### src/rtl/vram_writer.sv
// vram_writer: snoops CPU writes to screen memory and queues them for the
// video RAM arbiter through a 4-entry FIFO with a valid/ready handshake.
// Optional feature macro: VRAM_WRITER_TMX_EN. When defined, the whole 16K
// screen page is captured (Timex second screen / hi-colour). When undefined,
// only the 6912-byte bitmap plus attribute area is captured.
module vram_writer (
  input  logic        clk_sys,
  input  logic        reset,
  input  logic [15:0] addr,
  input  logic [7:0]  din,
  input  logic        nMREQ,
  input  logic        nWR,
  input  logic        nRFSH,
  input  logic        m128,
  input  logic [2:0]  page_ram,
  output logic        vram_we,
  output logic [14:0] vram_waddr,
  output logic [7:0]  vram_wdata,
  input  logic        vram_ack,
  output logic [2:0]  level,
  output logic        overflow
);

  localparam logic [2:0] DEPTH = 3'd4;

  // Write qualifier and edge detection
  logic        w_wr;
  logic        w_edge;
  logic        r_wr_d;

  // Address decode
  logic        w_page_ok;
  logic        w_page;
  logic        w_off_ok;
  logic        w_hit;

  // Capture stage (one cycle between edge detection and FIFO push)
  logic        r_cap_valid;
  logic [14:0] r_cap_waddr;
  logic [7:0]  r_cap_wdata;

  // FIFO storage and control
  logic [14:0] r_mem_addr [4];
  logic [7:0]  r_mem_data [4];
  logic [1:0]  r_wr_ptr;
  logic [1:0]  r_rd_ptr;
  logic [2:0]  r_level;
  logic        r_overflow;

  logic        w_push;
  logic        w_pop;
  logic        w_full;
  logic        w_accept;

  assign w_wr   = ~nMREQ & ~nWR & nRFSH;
  assign w_edge = w_wr & ~r_wr_d;

  // Decode the bus address into a screen page and an offset-range check.
  always_comb begin
    // NOTE: every signal written here gets a default first so that no path
    // leaves it unassigned; otherwise synthesis infers a latch.
    w_page_ok = 1'b0;
    w_page    = 1'b0;
    case (addr[15:14])
      2'b01: begin
        w_page_ok = 1'b1;
        w_page    = 1'b0;
      end
      2'b11: begin
        if (m128 && page_ram == 3'd5) begin
          w_page_ok = 1'b1;
          w_page    = 1'b0;
        end else if (m128 && page_ram == 3'd7) begin
          w_page_ok = 1'b1;
          w_page    = 1'b1;
        end
      end
      default: ;
    endcase
  end

`ifdef VRAM_WRITER_TMX_EN
  assign w_off_ok = 1'b1;
`else
  assign w_off_ok = (addr[13:0] < 14'h1B00);
`endif

  assign w_hit = w_edge & w_page_ok & w_off_ok;

  // Edge detector and capture register. On reset the detector follows the
  // current wr level so a strobe already active at release is not taken.
  always_ff @(posedge clk_sys) begin
    // NOTE: sequential state uses non-blocking assignments so every register
    // samples the pre-edge values, independent of statement order.
    if (reset) begin
      r_wr_d      <= w_wr;
      r_cap_valid <= 1'b0;
      r_cap_waddr <= '0;
      r_cap_wdata <= '0;
    end else begin
      r_wr_d      <= w_wr;
      r_cap_valid <= w_hit;
      if (w_edge) begin
        r_cap_waddr <= {w_page, addr[13:0]};
        r_cap_wdata <= din;
      end
    end
  end

  assign w_push   = r_cap_valid;
  assign w_pop    = vram_we & vram_ack;
  assign w_full   = (r_level == DEPTH);
  // A push into a full FIFO is only taken when the head leaves this cycle.
  assign w_accept = w_push & (~w_full | w_pop);

  // FIFO storage; the head slot is only rewritten in the cycle it is popped,
  // which keeps the presented entry stable while the arbiter stalls.
  always_ff @(posedge clk_sys) begin
    // NOTE: the storage is reset because the head slot drives the outputs
    // directly and those must read zero out of reset.
    if (reset) begin
      for (int i = 0; i < 4; i++) begin
        r_mem_addr[i] <= '0;
        r_mem_data[i] <= '0;
      end
    end else if (w_accept) begin
      r_mem_addr[r_wr_ptr] <= r_cap_waddr;
      r_mem_data[r_wr_ptr] <= r_cap_wdata;
    end
  end

  // Pointers, occupancy and the sticky overflow flag.
  always_ff @(posedge clk_sys) begin
    if (reset) begin
      r_wr_ptr   <= '0;
      r_rd_ptr   <= '0;
      r_level    <= '0;
      r_overflow <= 1'b0;
    end else begin
      if (w_accept) begin
        r_wr_ptr <= r_wr_ptr + 2'd1;
      end
      if (w_pop) begin
        r_rd_ptr <= r_rd_ptr + 2'd1;
      end
      if (w_accept && !w_pop) begin
        r_level <= r_level + 3'd1;
      end else if (!w_accept && w_pop) begin
        r_level <= r_level - 3'd1;
      end
      if (w_push && !w_accept) begin
        r_overflow <= 1'b1;
      end
    end
  end

  assign vram_we    = (r_level != 3'd0);
  assign vram_waddr = r_mem_addr[r_rd_ptr];
  assign vram_wdata = r_mem_data[r_rd_ptr];
  assign level      = r_level;
  assign overflow   = r_overflow;

endmodule

### config.mk
export PLATFORM = sky130hd
export DESIGN_NAME = vram_writer
export DESIGN_NICKNAME = d
export VERILOG_FILES = /design/src/rtl/vram_writer.sv
export SDC_FILE = /design/constraint.sdc
export NUM_CORES = 1
export LEC_CHECK = 0
export ABC_AREA = 1
export BUFFER_PORTS_ARGS = -buffer_cell sky130_fd_sc_hd__buf_2
export CAP_MARGIN = 20
export CORE_ASPECT_RATIO = 1.5
export CORE_MARGIN = 10
export CORE_UTILIZATION = 60
export DETAILED_ROUTE_END_ITERATION = 8
export HOLD_SLACK_MARGIN = 0.03
export PLACE_DENSITY = 0.79
export SETUP_SLACK_MARGIN = 0.05
export SYNTH_ARGS = -nofsm -noshare
export SYNTH_HDL_FRONTEND = slang
export SYNTH_SLANG_ARGS = --single-unit
### constraint.sdc
create_clock -name clk_sys -period 4.7 [get_ports clk_sys]
set_input_delay 0.47 -clock clk_sys [delete_from_list [all_inputs] [get_ports clk_sys]]
set_output_delay 0.47 -clock clk_sys [all_outputs]
set_load 0.02 [all_outputs]
==> results.sh <==
export IMPL_status="finished, final reports clean"
export IMPL_power_mw=3.24
export IMPL_synth_top_cell_area_share_pct=50.0
export IMPL_clk_pin_slew_worst_paths_ps=50
export IMPL_cts_max_level=4
export IMPL_leakagePower_nw=2.86
export IMPL_setup_ws_ps=1980
export IMPL_synth_seq_cells=127
export IMPL_cts_buffers=17
export IMPL_dieArea_um2=13500
export IMPL_setup_viol=0
export IMPL_chipWidth_um=98.3
export IMPL_hold_path_depth=2
export IMPL_dp_hpwl_mm=7.98
export IMPL_synth_edf_count=92
export IMPL_placed_cells=675
export IMPL_io_buffers=61
export IMPL_multi_input_area_um2=1670
export IMPL_grt_remaining_overflow=0
export IMPL_antenna_cells=0
export IMPL_synth_net_count=568
export IMPL_num_rows=42
export IMPL_drv_cap=0
export IMPL_place_congestion=0.774
export IMPL_post_cts_resized=0
export IMPL_crit_arrival_ps=2830
export IMPL_stdcell_area_um2=6460
export IMPL_seqCellArea_um2=3460
export IMPL_ys_seq_area_share_pct=62.7
export IMPL_worstPathRequired_ps=4810
export IMPL_drive_gt1_share_pct=22.0
export IMPL_start_util_pct=61.8
export IMPL_synth_cell_types=29
export IMPL_clock_fmax_ghz=0.367
export IMPL_finalNetCount=622
export IMPL_placed_area_um2=5850
export IMPL_grt_max_degree=48
export IMPL_fin_cells=709
export IMPL_powerDensity_nw_per_um2=502
export IMPL_ctsRootBufferMaster="clkbuf_16"
export IMPL_worstSkewPairLatency_ps=410
export IMPL_synth_area_leaders="edfxtp_1 (50%), dfxtp_1 (13%), nor2_1 (7.1%), o21ai_0 (6.9%), nand2_4 (4.3%)"
export IMPL_cts_sinks=127
export IMPL_timing_final_crit_share_pct=57.9
export IMPL_final_util_pct=72.3
export IMPL_post_cts_buffers=0
export IMPL_ys_flop_type="edfxtp_1"
export IMPL_grt_total_usage_pct=17.9
export IMPL_rsz0062_at_grt="false"
export IMPL_wl_mm=12.1
export IMPL_synth_common_cells="nor2_1 (105), edfxtp_1 (92), o21ai_0 (76)"
export IMPL_synth_area_leader_cell="edfxtp_1"
export IMPL_period_needed_ps=2720
export IMPL_final_antenna_net_count=0
export IMPL_ioPinCount=62
export IMPL_syn_inst=532
export IMPL_async_flop_share_pct=0
export IMPL_via_count=3903
export IMPL_path_max_fanout=28
export IMPL_drv_slew=0
export IMPL_critical_path_class="reg2reg"
export IMPL_dieHeight_um=138
export IMPL_core_area_um2=8930
export IMPL_skew_ps=5.89
export IMPL_maxSlewHeadroom_pct=38.5
export IMPL_antenna_found_initial=0
export IMPL_cp_end_kind="register"
export IMPL_hold_violations=0
export IMPL_hold_slack_ps=231
export IMPL_vias_per_cell=5.50
export IMPL_syn_area_per_cell_um2=10.4
export IMPL_fillers=626
export IMPL_worst_pin_slew_ps=922
export IMPL_detail_route_wl_per_cell_um=17.1
export IMPL_cts_buffer_depth=2
export IMPL_place_ws_ps=1800
export IMPL_peakVddDrop_mv=0.423
export IMPL_firstDrtPassIters=5
export IMPL_syn_area_um2=5520
export IMPL_route_detailed_drc=0
export IMPL_grt_pass1_wl_mm=19.4
export IMPL_reg2regPathDepth=5
export IMPL_syn_to_final_growth_pct=17.0
export IMPL_first_global_vias=3908
export IMPL_cp_start_kind="register"
export IMPL_yosys_warnings=0
export IMPL_first_iter_violations=273
export IMPL_cts_hold_buf=0
export IMPL_synth_most_common_cell="nor2_1"
export IMPL_hp_class="in2reg"
export IMPL_cts_tree="done"
export IMPL_fin_tns_setup_ps=0
routing by layer:
metal  part of all wire, %  vias up  wire (um)  track usage [%]
met3                   6.6       29        806             5.87
met5                     0        -          0                0
met4                   2.5        0        300             7.75
met2                    51      174       6130             29.9
li1                      -     1915          -                -
met1                    40     1785       4890             20.7
flip-flops by register name (all words and copies together), names as in the netlist, named ones only:
register and cells:
r_mem_addr 60, r_mem_data 32, r_cap_waddr 15, r_cap_wdata 8
level 3, r_rd_ptr 2, r_wr_ptr 2, overflow 1
r_cap_valid 1, r_wr_d 1
power breakdown:
part,leakage (nW),switching (mW),internal (mW)
Sequential,1.24,0.0429,1.26
Combinational,1.33,0.470,0.211
Clock,0.293,0.438,0.823
worst paths after layout:
| kind | slack [ps] | startpoint | end |
|---|---|---|---|
| max | 1980 | r_wr_ptr[1]$_SDFFE_PP0P_ | r_mem_data[2][1]$_SDFFCE_PN0P_ |
| min | 230 | nMREQ | r_wr_d$_DFF_P_ |
| max reg2reg | 1980 | r_wr_ptr[1]$_SDFFE_PP0P_ | r_mem_data[2][1]$_SDFFCE_PN0P_ |
| min reg2reg | 480 | overflow$_SDFFE_PP0P_ | overflow$_SDFFE_PP0P_ |
placed cells by master, fill, tap and decap left out, types with 7 or more instances in the layout:
cell	n
o21ai_0	72
nand2_1	16
a21oi_1	25
clkbuf_16	20
nor3_1	22
o22ai_1	23
nor2_1	105
nand2_4	21
edfxtp_1	92
dfxtp_1	35
buf_2	61
nand3_1	7
inv_1	58
worst max-delay path, cell delays in order (launching register included):
cell and delay (ps):
dfxtp_1 910, inv_1 80, nor2_1 140, inv_1 350
o21ai_2 700, buf_8 250
kinds of logic after synthesis:
family / Yosys count / synth area share (%)
adders and majority gates: 2 / 0.589
AOI/OAI and AO/OA: 126 / 12.0
xor gates and xnor gates: 2 / 0.317
and+or+nand+nor: 182 / 17.1
DFF: 127 / 62.7
buffers and inverters: 93 / 7.29
cell type report:
class | count | share of cell area (%)
repair buffers | 67 | 5.71
clock inverters | 3 | 0.232
inverters | 61 | 3.54
multi-input cells | 312 | 25.9
well taps | 110 | 2.13
clock buffers | 29 | 8.89
flip-flops and latches | 127 | 53.6
Power figures use the tool's default switching activity.
